File: config.mk
export PLATFORM = sky130hd
export DESIGN_NAME = hazard_scoreboard
export DESIGN_NICKNAME = d
export VERILOG_FILES = /design/src/rtl/pipeline_pkg.sv /design/src/rtl/busy_countdown.sv /design/src/rtl/hazard_scoreboard.sv
export SDC_FILE = /design/constraint.sdc
export NUM_CORES = 1
export LEC_CHECK = 0
export BUFFER_PORTS_ARGS = -buffer_cell sky130_fd_sc_hd__buf_2
export CAP_MARGIN = 20
export CORE_AREA = 3 3 112 114
export DETAILED_ROUTE_END_ITERATION = 6
export DIE_AREA = 0 0 115 117
export HOLD_SLACK_MARGIN = 0.06
export PLACE_DENSITY = 0.68
export SYNTH_ARGS = -nofsm -noshare
export SYNTH_HDL_FRONTEND = slang
export SYNTH_SLANG_ARGS = --single-unit
File: constraint.sdc
create_clock -name clk -period 6 [get_ports clk]
set_input_delay 1.2 -clock clk [delete_from_list [all_inputs] [get_ports clk]]
set_output_delay 1.2 -clock clk [all_outputs]
set_load 0.005 [all_outputs]
File: src/rtl/pipeline_pkg.sv
// Shared pipeline constants: register file sizing, result latencies
// (in bubbles) and performance counter width.
package pipeline_pkg;

  localparam int REG_COUNT      = 16;
  localparam int REG_ADDR_LEN   = 4;
  localparam int CNT_LEN        = 4;
  localparam int ALU_BUBBLES    = 2;
  localparam int LDR_BUBBLES    = 3;
  localparam int MULDIV_BUBBLES = 7;
  localparam int STALL_CNT_LEN  = 16;

endpackage

File: src/rtl/busy_countdown.sv
// Loadable down-counter that stops at zero; a load in the same cycle
// takes priority over the decrement.
module busy_countdown #(
  parameter int CNT_LEN = pipeline_pkg::CNT_LEN
) (
  input  logic               clk,
  input  logic               rst,
  input  logic               load,
  input  logic [CNT_LEN-1:0] load_val,
  output logic [CNT_LEN-1:0] cnt,
  output logic               busy
);

  logic [CNT_LEN-1:0] cnt_q;

  always_ff @(posedge clk or negedge rst) begin
    if (!rst) begin
      cnt_q <= '0;
    end else if (load) begin
      cnt_q <= load_val;
    end else if (cnt_q != '0) begin
      cnt_q <= cnt_q - CNT_LEN'(1);
    end
  end

  assign cnt  = cnt_q;
  assign busy = (cnt_q != '0);

endmodule

File: src/rtl/hazard_scoreboard.sv
// Decode-stage hazard scoreboard: per-register result countdowns plus a
// mul/div busy countdown drive the RAW/WAW/structural stall request.
module hazard_scoreboard #(
  parameter int REG_COUNT      = pipeline_pkg::REG_COUNT,
  parameter int REG_ADDR_LEN   = pipeline_pkg::REG_ADDR_LEN,
  parameter int ALU_BUBBLES    = pipeline_pkg::ALU_BUBBLES,
  parameter int LDR_BUBBLES    = pipeline_pkg::LDR_BUBBLES,
  parameter int MULDIV_BUBBLES = pipeline_pkg::MULDIV_BUBBLES,
  parameter int CNT_LEN        = pipeline_pkg::CNT_LEN
) (
  input  logic                    clk,
  input  logic                    rst,
  input  logic                    id_valid,
  input  logic [REG_ADDR_LEN-1:0] id_src1,
  input  logic [REG_ADDR_LEN-1:0] id_src2,
  input  logic                    id_uses_src2,
  input  logic [REG_ADDR_LEN-1:0] id_dest,
  input  logic                    id_wb_en,
  input  logic                    id_is_ldr,
  input  logic                    id_is_muldiv,
  input  logic                    flush,
  output logic                    hazard_detected,
  output logic                    issue,
  output logic [15:0]             stall_cycles
);

  localparam int SL = pipeline_pkg::STALL_CNT_LEN;

  logic [CNT_LEN-1:0]   busy_cnt [REG_COUNT];
  logic [REG_COUNT-1:0] busy;
  logic [CNT_LEN-1:0]   md_cnt;
  logic                 md_busy;
  logic [CNT_LEN-1:0]   new_lat;
  logic                 raw;
  logic                 waw;
  logic                 strct;
  logic                 live;
  logic [SL-1:0]        stall_q;

  always_comb begin
    new_lat = CNT_LEN'(ALU_BUBBLES);
    unique case (1'b1)
      id_is_muldiv: new_lat = CNT_LEN'(MULDIV_BUBBLES);
      id_is_ldr:    new_lat = CNT_LEN'(LDR_BUBBLES);
      default:      new_lat = CNT_LEN'(ALU_BUBBLES);
    endcase
  end

  assign live  = id_valid & ~flush;
  assign raw   = busy[id_src1] | (id_uses_src2 & busy[id_src2]);
  // A younger write may not retire ahead of an older one to the same reg.
  assign waw   = id_wb_en & (busy_cnt[id_dest] > new_lat);
  assign strct = id_is_muldiv & md_busy;

  assign hazard_detected = live & (raw | waw | strct);
  assign issue           = live & ~(raw | waw | strct);

  for (genvar r = 0; r < REG_COUNT; r++) begin : g_reg
    busy_countdown #(.CNT_LEN(CNT_LEN)) u_cnt (
      .clk      (clk),
      .rst      (rst),
      .load     (issue & id_wb_en & (id_dest == REG_ADDR_LEN'(r))),
      .load_val (new_lat),
      .cnt      (busy_cnt[r]),
      .busy     (busy[r])
    );
  end

  busy_countdown #(.CNT_LEN(CNT_LEN)) u_md (
    .clk      (clk),
    .rst      (rst),
    .load     (issue & id_is_muldiv),
    .load_val (CNT_LEN'(MULDIV_BUBBLES)),
    .cnt      (md_cnt),
    .busy     (md_busy)
  );

  always_ff @(posedge clk or negedge rst) begin
    if (!rst) begin
      stall_q <= '0;
    end else if (hazard_detected && stall_q != '1) begin
      stall_q <= stall_q + SL'(1);
    end
  end

  assign stall_cycles = stall_q;

endmodule

==> results of run 1 <==
## how the worst max path moves through the flow
stage | startpoint | end | depth (start not counted)
2_1_floorplan | id_dest[0] | hazard_detected | 13
3_3_place_gp | id_dest[0] | hazard_detected | 12
3_5_place_dp | id_dest[0] | hazard_detected | 12
4_1_cts | id_dest[0] | hazard_detected | 12
5_1_grt | id_dest[0] | issue | 11
6_report | id_dest[0] | hazard_detected | 12
## where the power goes
group | leakage (nW) | internal [mW] | switching [mW]
Sequential | 1.05 | 0.817 | 0.261
Combinational | 1.88 | 0.670 | 0.713
Clock | 0.144 | 0.333 | 0.231
Total | 3.07 | 1.82 | 1.20
## logic make-up after synthesis
kind of cell    synth area share
simple gates               0.217
buf+inv                   0.0588
fa+ha+maj                 0.0439
mux                        0.157
xor+xnor                  0.0461
compound gates             0.108
flops                      0.369
## sequential cells by signal (all words and copies together), names as in the netlist
signal        cells
u_md.cnt          4
stall_cycles     16
g.u_cnt.cnt      64
## critical path, stage by stage
cell                       delay [ns]
sky130_fd_sc_hd__buf_2           0.34
sky130_fd_sc_hd__mux4_2          0.56
sky130_fd_sc_hd__mux4_2          0.47
sky130_fd_sc_hd__ha_1            0.32
sky130_fd_sc_hd__nand2_1         0.05
sky130_fd_sc_hd__a221oi_1        0.30
sky130_fd_sc_hd__nand3_1         0.12
sky130_fd_sc_hd__o211a_2         0.17
sky130_fd_sc_hd__a211oi_4        0.30
sky130_fd_sc_hd__buf_4           0.24
sky130_fd_sc_hd__a21oi_1         0.08
sky130_fd_sc_hd__buf_2           0.13
## per-layer routing
| metal | share of wire | GRT usage | up-vias | routed length [microns] |
|---|---|---|---|---|
| met4 | 0.030 | 0.0869 | 0 | 405 |
| met1 | 0.42 | 0.279 | 2176 | 5720 |
| met2 | 0.48 | 0.358 | 127 | 6590 |
| met3 | 0.067 | 0.0576 | 28 | 915 |
| met5 | 0 | 0 | - | 0 |
| li1 | - | - | 2102 | - |
## area by class of cell
class,count,area [sq um]
clock buffer,10,239
clock inverter,6,63.8
fill,1010,5210
inverter,59,221
multi-input combinational,404,3260
sequential,84,2100
tap,143,179
timing repair buffer,43,233
## metrics by stage
step,instances,total power [mW],area [sq um],util,worst slack (ns)
after floorplan,566,2.10,5700,-,0.623
after global placement,733,2.39,6000,0.521,0.615
after detailed placement,733,2.47,6000,0.521,0.513
after CTS,749,3.05,6300,0.547,0.504
after global routing,749,3.29,6300,0.547,0.301
final,749,3.02,6300,0.547,0.512
## cell usage in the layout, fill, tap and decap left out, drive strengths merged, types with 18 or more instances in the layout
cell type and instances:
buf 43, mux2 20, nor3 19, nor3b 18, mux2i 26, inv 59
nor2 29, nand2 26, dfrtp 84, ha 20, a21oi 35, nand3 47
==> implementation parameters, run 1 <==
Parameter                              Value

Floorplanning
  # IOs ... 38
  Die Footprint ... around 13,000 sq um
  Count of standard-cell rows ... 39
  Core area ... 11,500 sq um
  Floorplan die height ... 117 microns
  Die width ... 115 microns
  Initial standard-cell utilization of the core ... 0.495

GRT
  Overall Global Routing Usage ... 0.219
  Largest net degree at the start of global routing ... 62
  Global-route wire length before repair ... between 20,000 and 25,000 microns
  Residual overflow from global routing ... 0
  Initial antenna violation count ... 0
  Via count of the first global-routing pass ... 4,479

Routing
  Post-detailed-route count of antenna-violating nets ... 0
  Routed length per placed instance ... roughly 18 microns
  Number of iterations in the first detailed-routing pass ... 4
  Number of DRC markers after the initial detailed-route iteration ... around 430
  Vias post-DR ... 4,433
  Avg Vias per Cell ... between 5 and 6
  Residual DRC count ... 0
  Routed WL ... 13,600 microns

CTS
  Clock sink count ... 84
  Clock latency on the worst-skew pair ... about 0.35 ns
  # H-tree levels ... 3
  Number of clock buffers inserted by TritonCTS ... 9
  Maximum buffer depth of the clock tree ... 2
  Post-CTS Setup Repair Bufs ... 0
  Post-CTS sizing ... 0
  Post-cts hold buffer count ... 0
  Root Buffer Master ... sky130_fd_sc_hd__clkbuf_16
  Clock-pin slew on the worst setup and hold paths ... 0.06 ns
  CTS tree ... yes

Timing
  Final setup violating endpoints ... 0
  Achievable clock frequency ... 182 MHz
  Tcrit/Tclk final ... 0.915
  Headroom to the max-slew limit ... 0.474
  Slew at the pin closest to its max-slew limit ... slightly below 0.8 ns
  Total negative slack for setup checks ... 0 ns
  Unrepaired setup endpoints after global routing ... false
  Minimum hold slack ... 0.490 ns
  Final worst path period need ... 5.49 ns
  Count of final hold-check violations ... 0
  Worst clock skew on the final layout ... 0.00787 ns
  Total count of max-transition violations in the final report ... 0

Outcome
  Result of the run ... finished, final reports clean

Logic synthesis
  Top cell types by occurrence after synthesis ... 84 x sky130_fd_sc_hd__dfrtp_1, 59 x sky130_fd_sc_hd__inv_1, 47 x sky130_fd_sc_hd__nand3_1, 35 x sky130_fd_sc_hd__a21oi_1, 27 x sky130_fd_sc_hd__nor2_1
  Mean area per synthesized cell ... 10.1 sq um
  Dominant cell type by area after synthesis ... sky130_fd_sc_hd__dfrtp_1
  Post-synth net total ... 606
  Area share of the largest cell type after synthesis ... 0.369
  Part of the Yosys area used for sequential elements ... 0.369
  Syn Inst Count ... between 500 and 600
  Synth Warn # ... 0
  Async SR Flop Fraction ... 1.00
  Leading register cell type out of synthesis ... sky130_fd_sc_hd__dfrtp_1
  Area contributors post-synth ... sky130_fd_sc_hd__dfrtp_1 37%, sky130_fd_sc_hd__mux4_2 6.7%, sky130_fd_sc_hd__mux2i_1 4.6%
  Leading cell type by number of instances after synthesis ... sky130_fd_sc_hd__dfrtp_1
  Synth unique cells ... 62
  EDFF count, synth ... 0
  Post-synthesis register bit count ... 84
  Mapped Area ... 5700 sq um

Layout
  Share of cells above drive strength 1 ... 0.206
  Layout overhead on the synthesized area ... 10.5%
  Number of nets at the end of the flow ... roughly 640
  ANT cells ... 0

Setup path
  Worst Setup Path Type ... primary input to output pin
  Depth of the most critical reg-to-reg path ... 11
  Setup slack, reg-to-reg ... around 2.1 ns
  Crit path max fanout ... 15
  WP data arrival ... 4.29 ns
  Startpoint types ... primary input
  Kind of end point of the critical path ... output pin
  Worst flop-to-flop path endpoint ... g_reg[15].u_cnt.cnt[2]
  Worst path required time ... 4.80 ns
  Worst R2R Start ... g_reg[2].u_cnt.cnt[2]

Min path
  Worst min path class ... register to register
  Hold endpoint ... stall_cycles[8]
  Cell depth of the worst hold path ... 1
  Source of the worst hold timing path ... stall_cycles[8]

Run
  Total of max-cap violations ... 0

Place
  # port buffers ... 37
  Post-detailed-placement half-perimeter wirelength ... 10,300 microns
  Final estimated routing congestion in global placement ... 0.867

Pwr
  Power density over cell area ... 480 nW/um^2
  Leak ... ~3 nW
  Largest voltage drop on the vdd net ... 0.195 mV
No activity file was read; power rests on OpenSTA's default activity.
==> inputs of run 2 (changes only) <==
--- a/config.mk
+++ b/config.mk
@@ -11,7 +11,7 @@
 export DETAILED_ROUTE_END_ITERATION = 6
 export DIE_AREA = 0 0 115 117
 export HOLD_SLACK_MARGIN = 0.06
-export PLACE_DENSITY = 0.68
+export PLACE_DENSITY = 0.66
 export SYNTH_ARGS = -nofsm -noshare
 export SYNTH_HDL_FRONTEND = slang
 export SYNTH_SLANG_ARGS = --single-unit
==> implementation parameters, run 2 (synthesized netlist as in run 1, its figures left out) <==
Parameter                              Value

Outcome
  Result of the run ... finished, final reports clean (unchanged)

Timing
  Tcrit/Tclk final ... 0.937 (was 0.915)
  Worst clock skew on the final layout ... 0.00659 ns (was 0.00787 ns)
  Post-route worst setup slack ... 0.375 ns (was 0.512 ns)
  Slew at the pin closest to its max-slew limit ... 0.767 ns (was 0.788 ns)
  Count of final hold-check violations ... 0 (unchanged)
  Total count of max-transition violations in the final report ... 0 (unchanged)
  Achievable clock frequency ... 178 MHz (was 182 MHz)
  Headroom to the max-slew limit ... 0.487 (was 0.474)
  Final worst path period need ... 5.62 ns (was 5.49 ns)
  Final setup violating endpoints ... 0 (unchanged)
  Total negative slack for setup checks ... 0 ns (unchanged)
  Unrepaired setup endpoints after global routing ... false (unchanged)

CTS
  Clock sink count ... 84 (unchanged)
  Clock latency on the worst-skew pair ... 0.35 ns (about the same)
  CTS tree ... yes (unchanged)
  Post-cts hold buffer count ... 0 (unchanged)
  Post-CTS sizing ... 0 (unchanged)
  Maximum buffer depth of the clock tree ... 2 (unchanged)
  Root Buffer Master ... sky130_fd_sc_hd__clkbuf_16 (unchanged)
  Clock-pin slew on the worst setup and hold paths ... 0.06 ns (about the same)
  # H-tree levels ... 3 (unchanged)
  Number of clock buffers inserted by TritonCTS ... 9 (unchanged)
  Post-CTS Setup Repair Bufs ... 0 (unchanged)

Pwr
  Power density over cell area ... 481 nW/um^2 (was 480 nW/um^2)
  Largest voltage drop on the vdd net ... 0.197 mV (was 0.195 mV)
  Power after layout ... 3.02 mW (about the same)
  Leak ... 3.05 nW (was 3.07 nW)

Place
  Post-detailed-placement half-perimeter wirelength ... 10,300 microns (about the same)
  Final estimated routing congestion in global placement ... 0.904 (was 0.867)
  Number of placed instances, taps included ... 731 (was 733)
  # port buffers ... 37 (unchanged)
  Pre-CTS setup slack ... 0.400 ns (was 0.513 ns)

Routing
  Number of iterations in the first detailed-routing pass ... 5 (was 4)
  Routed length per placed instance ... 18.6 microns (was 18.2 microns)
  Avg Vias per Cell ... 5.98 (was 5.92)
  Post-detailed-route count of antenna-violating nets ... 0 (unchanged)
  Routed WL ... 13,900 microns (was 13,600 microns)
  Residual DRC count ... 0 (unchanged)
  Vias post-DR ... 4,461 (was 4,433)
  Number of DRC markers after the initial detailed-route iteration ... 331 (was 426)

Setup path
  WP data arrival ... 4.42 ns (was 4.29 ns)
  Startpoint types ... primary input (unchanged)
  Worst path required time ... 4.80 ns (about the same)
  Kind of end point of the critical path ... output pin (unchanged)
  Worst Setup Path Type ... primary input to output pin (unchanged)
  Crit path max fanout ... 19 (was 15)

Min path
  Worst min path class ... register to register (unchanged)

GRT
  Initial antenna violation count ... 1 (was 0)
  Largest net degree at the start of global routing ... 59 (was 62)
  Via count of the first global-routing pass ... 4,338 (was 4,479)
  Global-route wire length before repair ... 22,700 microns (was 22,900 microns)
  Residual overflow from global routing ... 0 (unchanged)
  Overall Global Routing Usage ... 0.219 (about the same)

Layout
  Layout overhead on the synthesized area ... 10.1% (was 10.5%)
  Number of nets at the end of the flow ... 639 (was 641)
  Finished Core Util ... 0.545 (was 0.547)
  Highest-count cells in the layout ignoring fill and taps ... 84 x sky130_fd_sc_hd__dfrtp_1, 59 x sky130_fd_sc_hd__inv_1, 47 x sky130_fd_sc_hd__nand3_1 (unchanged)
  Commonest non-fill, non-tap cell in the layout ... sky130_fd_sc_hd__dfrtp_1 (unchanged)
  Count of non-filler cells in the finished layout ... 746 (was 749)
  Share of cells above drive strength 1 ... 0.201 (was 0.206)
  Layout filler cell count ... 995 (was 1,010)
  ANT cells ... 0 (unchanged)
  Max FFs per register ... 64 (unchanged)

Floorplanning
  Count of standard-cell rows ... 39 (unchanged)
  Die width ... 115 microns (unchanged)
  Initial standard-cell utilization of the core ... 0.495 (unchanged)
  Core area ... 11,500 sq um (unchanged)
  # IOs ... 38 (unchanged)
  Die Footprint ... 13,500 sq um (unchanged)
  Floorplan die height ... 117 microns (unchanged)

Run
  Total of max-cap violations ... 0 (unchanged)
==> run 2: critical path: stages <==
cell and delay (ns):
sky130_fd_sc_hd__buf_2 0.40, sky130_fd_sc_hd__mux4_2 0.58, sky130_fd_sc_hd__mux4_2 0.47, sky130_fd_sc_hd__ha_1 0.30, sky130_fd_sc_hd__nand2_1 0.05, sky130_fd_sc_hd__a221oi_1 0.30
sky130_fd_sc_hd__nand3_1 0.13, sky130_fd_sc_hd__o211a_2 0.17, sky130_fd_sc_hd__a211oi_4 0.38, sky130_fd_sc_hd__and3_1 0.29, sky130_fd_sc_hd__buf_2 0.14
==> run 2: power breakdown <==
group	internal [mW]	switching, mW	leakage (nW)
clock	0.331	0.228	0.138
sequential	0.817	0.257	1.05
combinational	0.670	0.718	1.87
==> run 2: metal layers <==
| metal | GRT usage | vias to the layer above | part of all wire |
|---|---|---|---|
| met2 | 0.359 | 144 | 0.48 |
| met1 | 0.288 | 2182 | 0.43 |
| met3 | 0.0365 | 28 | 0.061 |
| met5 | 0 | - | 0.00094 |
| met4 | 0.0923 | 2 | 0.025 |
| li1 | - | 2105 | - |
==> run 2: worst paths after layout <==
check / from / endpoint / slack [ns] / cells past startpoint
max in group asynchronous: rst / g_reg[10].u_cnt.cnt[3] / 4.15 / 2
worst max register to register: g_reg[13].u_cnt.cnt[2] / g_reg[11].u_cnt.cnt[2] / 1.99 / 11
min in group asynchronous: rst / g_reg[0].u_cnt.cnt[2] / 0.76 / 1
worst min-delay path: stall_cycles[8] / stall_cycles[8] / 0.50 / 1
worst min register to register: stall_cycles[8] / stall_cycles[8] / 0.50 / 1
worst max-delay path: id_dest[0] / issue / 0.38 / 11
==> run 2: stage by stage <==
stage	instance area, sq um	hold slack (ns)
floorplan	5700	0.475
global placement	5980	0.474
detailed placement	5980	0.489
CTS	6280	0.501
global route	6280	0.525
finish	6280	0.498
==> run 2: layout make-up <==
type	instances	area (sq um)	share of cell area
Tap cell	143	179	0.0285
Sequential cell	84	2100	0.335
Multi-Input combinational cell	404	3260	0.520
Timing Repair Buffer	41	218	0.0347
Inverter	59	221	0.0353
Clock buffer	11	243	0.0387
Clock inverter	4	50.0	0.00797
==> inputs of run 3 (changes only) <==
--- a/config.mk
+++ b/config.mk
@@ -7,11 +7,10 @@
 export LEC_CHECK = 0
 export BUFFER_PORTS_ARGS = -buffer_cell sky130_fd_sc_hd__buf_2
 export CAP_MARGIN = 20
-export CORE_AREA = 3 3 112 114
+export CORE_AREA = 3 3 132 134
 export DETAILED_ROUTE_END_ITERATION = 6
-export DIE_AREA = 0 0 115 117
+export DIE_AREA = 0 0 135 137
 export HOLD_SLACK_MARGIN = 0.06
-export PLACE_DENSITY = 0.66
 export SYNTH_ARGS = -nofsm -noshare
 export SYNTH_HDL_FRONTEND = slang
 export SYNTH_SLANG_ARGS = --single-unit
==> implementation parameters, run 3 (synthesized netlist as in run 1, its figures left out) <==
Parameter                              Value

Run
  Total of max-cap violations ... 0 (unchanged)

GRT
  Global-route wire length before repair ... 23,600 microns (was 22,700 microns)
  Overall Global Routing Usage ... 0.164 (was 0.219)
  Initial antenna violation count ... 0 (was 1)
  Largest net degree at the start of global routing ... 60 (was 59)
  Residual overflow from global routing ... 0 (unchanged)
  Via count of the first global-routing pass ... 4,486 (was 4,338)

Layout
  Layout filler cell count ... 1,597 (was 995)
  Max FFs per register ... 64 (unchanged)
  ANT cells ... 0 (unchanged)
  Highest-count cells in the layout ignoring fill and taps ... 84 x sky130_fd_sc_hd__dfrtp_1, 59 x sky130_fd_sc_hd__inv_1, 47 x sky130_fd_sc_hd__nand3_1 (unchanged)
  Commonest non-fill, non-tap cell in the layout ... sky130_fd_sc_hd__dfrtp_1 (unchanged)
  Count of non-filler cells in the finished layout ... 825 (was 746)
  Share of cells above drive strength 1 ... 0.205 (was 0.201)
  Layout overhead on the synthesized area ... 12.2% (was 10.1%)
  Number of nets at the end of the flow ... 640 (was 639)

Floorplanning
  Count of standard-cell rows ... 47 (was 39)
  # IOs ... 38 (unchanged)
  Floorplan die height ... 137 microns (was 117 microns)
  Initial standard-cell utilization of the core ... 0.348 (was 0.495)
  Die Footprint ... 18,500 sq um (was 13,500 sq um)
  Die width ... 135 microns (was 115 microns)
  Core area ... 16,400 sq um (was 11,500 sq um)

Routing
  Residual DRC count ... 0 (unchanged)
  Number of iterations in the first detailed-routing pass ... 4 (was 5)
  Number of DRC markers after the initial detailed-route iteration ... 295 (was 331)
  Vias post-DR ... 4,557 (was 4,461)
  Avg Vias per Cell ... 5.52 (was 5.98)
  Routed length per placed instance ... 17.6 microns (was 18.6 microns)
  Post-detailed-route count of antenna-violating nets ... 0 (unchanged)
  Routed WL ... 14,500 microns (was 13,900 microns)

CTS
  Clock sink count ... 84 (unchanged)
  Maximum buffer depth of the clock tree ... 2 (unchanged)
  Clock-pin slew on the worst setup and hold paths ... 0.06 ns (about the same)
  Root Buffer Master ... sky130_fd_sc_hd__clkbuf_16 (unchanged)
  # H-tree levels ... 3 (unchanged)
  CTS tree ... yes (unchanged)
  Post-cts hold buffer count ... 0 (unchanged)
  Post-CTS sizing ... 0 (unchanged)
  Clock latency on the worst-skew pair ... 0.35 ns (about the same)
  Number of clock buffers inserted by TritonCTS ... 9 (unchanged)
  Post-CTS Setup Repair Bufs ... 0 (unchanged)

Timing
  Headroom to the max-slew limit ... 0.480 (was 0.487)
  Worst clock skew on the final layout ... 0.00722 ns (was 0.00659 ns)
  Achievable clock frequency ... 177 MHz (was 178 MHz)
  Tcrit/Tclk final ... 0.940 (was 0.937)
  Final worst path period need ... 5.64 ns (was 5.62 ns)
  Unrepaired setup endpoints after global routing ... false (unchanged)
  Minimum hold slack ... 0.499 ns (was 0.498 ns)
  Final setup violating endpoints ... 0 (unchanged)
  Count of final hold-check violations ... 0 (unchanged)
  Total negative slack for setup checks ... 0 ns (unchanged)
  Slew at the pin closest to its max-slew limit ... 0.781 ns (was 0.767 ns)
  Total count of max-transition violations in the final report ... 0 (unchanged)

Setup path
  Kind of end point of the critical path ... output pin (unchanged)
  Worst Setup Path Type ... primary input to output pin (unchanged)
  Crit path max fanout ... 14 (was 19)
  Worst path required time ... 4.80 ns (about the same)
  Startpoint types ... primary input (unchanged)
  WP data arrival ... 4.44 ns (was 4.42 ns)

Outcome
  Result of the run ... finished, final reports clean (unchanged)

Min path
  Worst min path class ... register to register (unchanged)

Pwr
  Power density over cell area ... 478 nW/um^2 (was 481 nW/um^2)
  Largest voltage drop on the vdd net ... 0.202 mV (was 0.197 mV)
  Leak ... 3.07 nW (was 3.05 nW)

Place
  Number of placed instances, taps included ... 809 (was 731)
  Post-detailed-placement half-perimeter wirelength ... 10,900 microns (was 10,300 microns)
  Final estimated routing congestion in global placement ... 0.902 (was 0.904)
  # port buffers ... 37 (unchanged)
==> run 3: routing by layer <==
layer,routed length (microns),share of wire,GRT usage
met5,0,0,0
met4,234,0.016,0.0442
met3,980,0.067,0.0515
met2,6820,0.47,0.263
met1,6500,0.45,0.216
==> run 3: cell type report <==
class	instances	area [sq um]	share of cell area
multi-input combinational	404	3260	0.510
sequential	84	2100	0.329
inverter	59	221	0.0346
timing repair buffer	42	225	0.0352
clock buffer	10	239	0.0373
clock inverter	6	71.3	0.0111
tap	220	275	0.0430
==> run 3: stage by stage <==
stage / power, mW / util / setup slack, ns / area (sq um)
floorplan: 2.10 / - / 0.623 / 5700
global placement: 2.40 / 0.371 / 0.523 / 6090
detailed placement: 2.48 / 0.371 / 0.395 / 6090
CTS: 3.07 / 0.390 / 0.388 / 6400
global route: 3.30 / 0.390 / 0.213 / 6400
finish: 3.06 / 0.390 / 0.360 / 6400
==> run 3: final timing paths <==
path                                             start                endpoint  cells after the start  slack [ns]
min in group asynchronous                          rst   g_reg[0].u_cnt.cnt[3]                      1        0.75
worst min register to register        stall_cycles[11]        stall_cycles[11]                      1        0.50
worst min-delay path                  stall_cycles[11]        stall_cycles[11]                      1        0.50
max in group asynchronous                          rst  g_reg[11].u_cnt.cnt[0]                      2        4.13
worst max-delay path                        id_dest[0]                   issue                     11        0.36
worst max register to register  g_reg[13].u_cnt.cnt[2]  g_reg[11].u_cnt.cnt[2]                     11        1.86
==> run 3: critical path: stages <==
cell                       delay (ns)
sky130_fd_sc_hd__buf_2           0.33
sky130_fd_sc_hd__mux4_2          0.56
sky130_fd_sc_hd__mux4_2          0.49
sky130_fd_sc_hd__ha_1            0.31
sky130_fd_sc_hd__nand2_1         0.05
sky130_fd_sc_hd__a221oi_1        0.31
sky130_fd_sc_hd__nand3_1         0.14
sky130_fd_sc_hd__o211a_2         0.17
sky130_fd_sc_hd__a211oi_4        0.42
sky130_fd_sc_hd__and3_1          0.30
sky130_fd_sc_hd__buf_2           0.15
==> run 3: where the power goes <==
group	switching, mW	internal [mW]	total [mW]
Combinational	0.727	0.670	1.40
Clock	0.246	0.337	0.582
Sequential	0.263	0.817	1.08
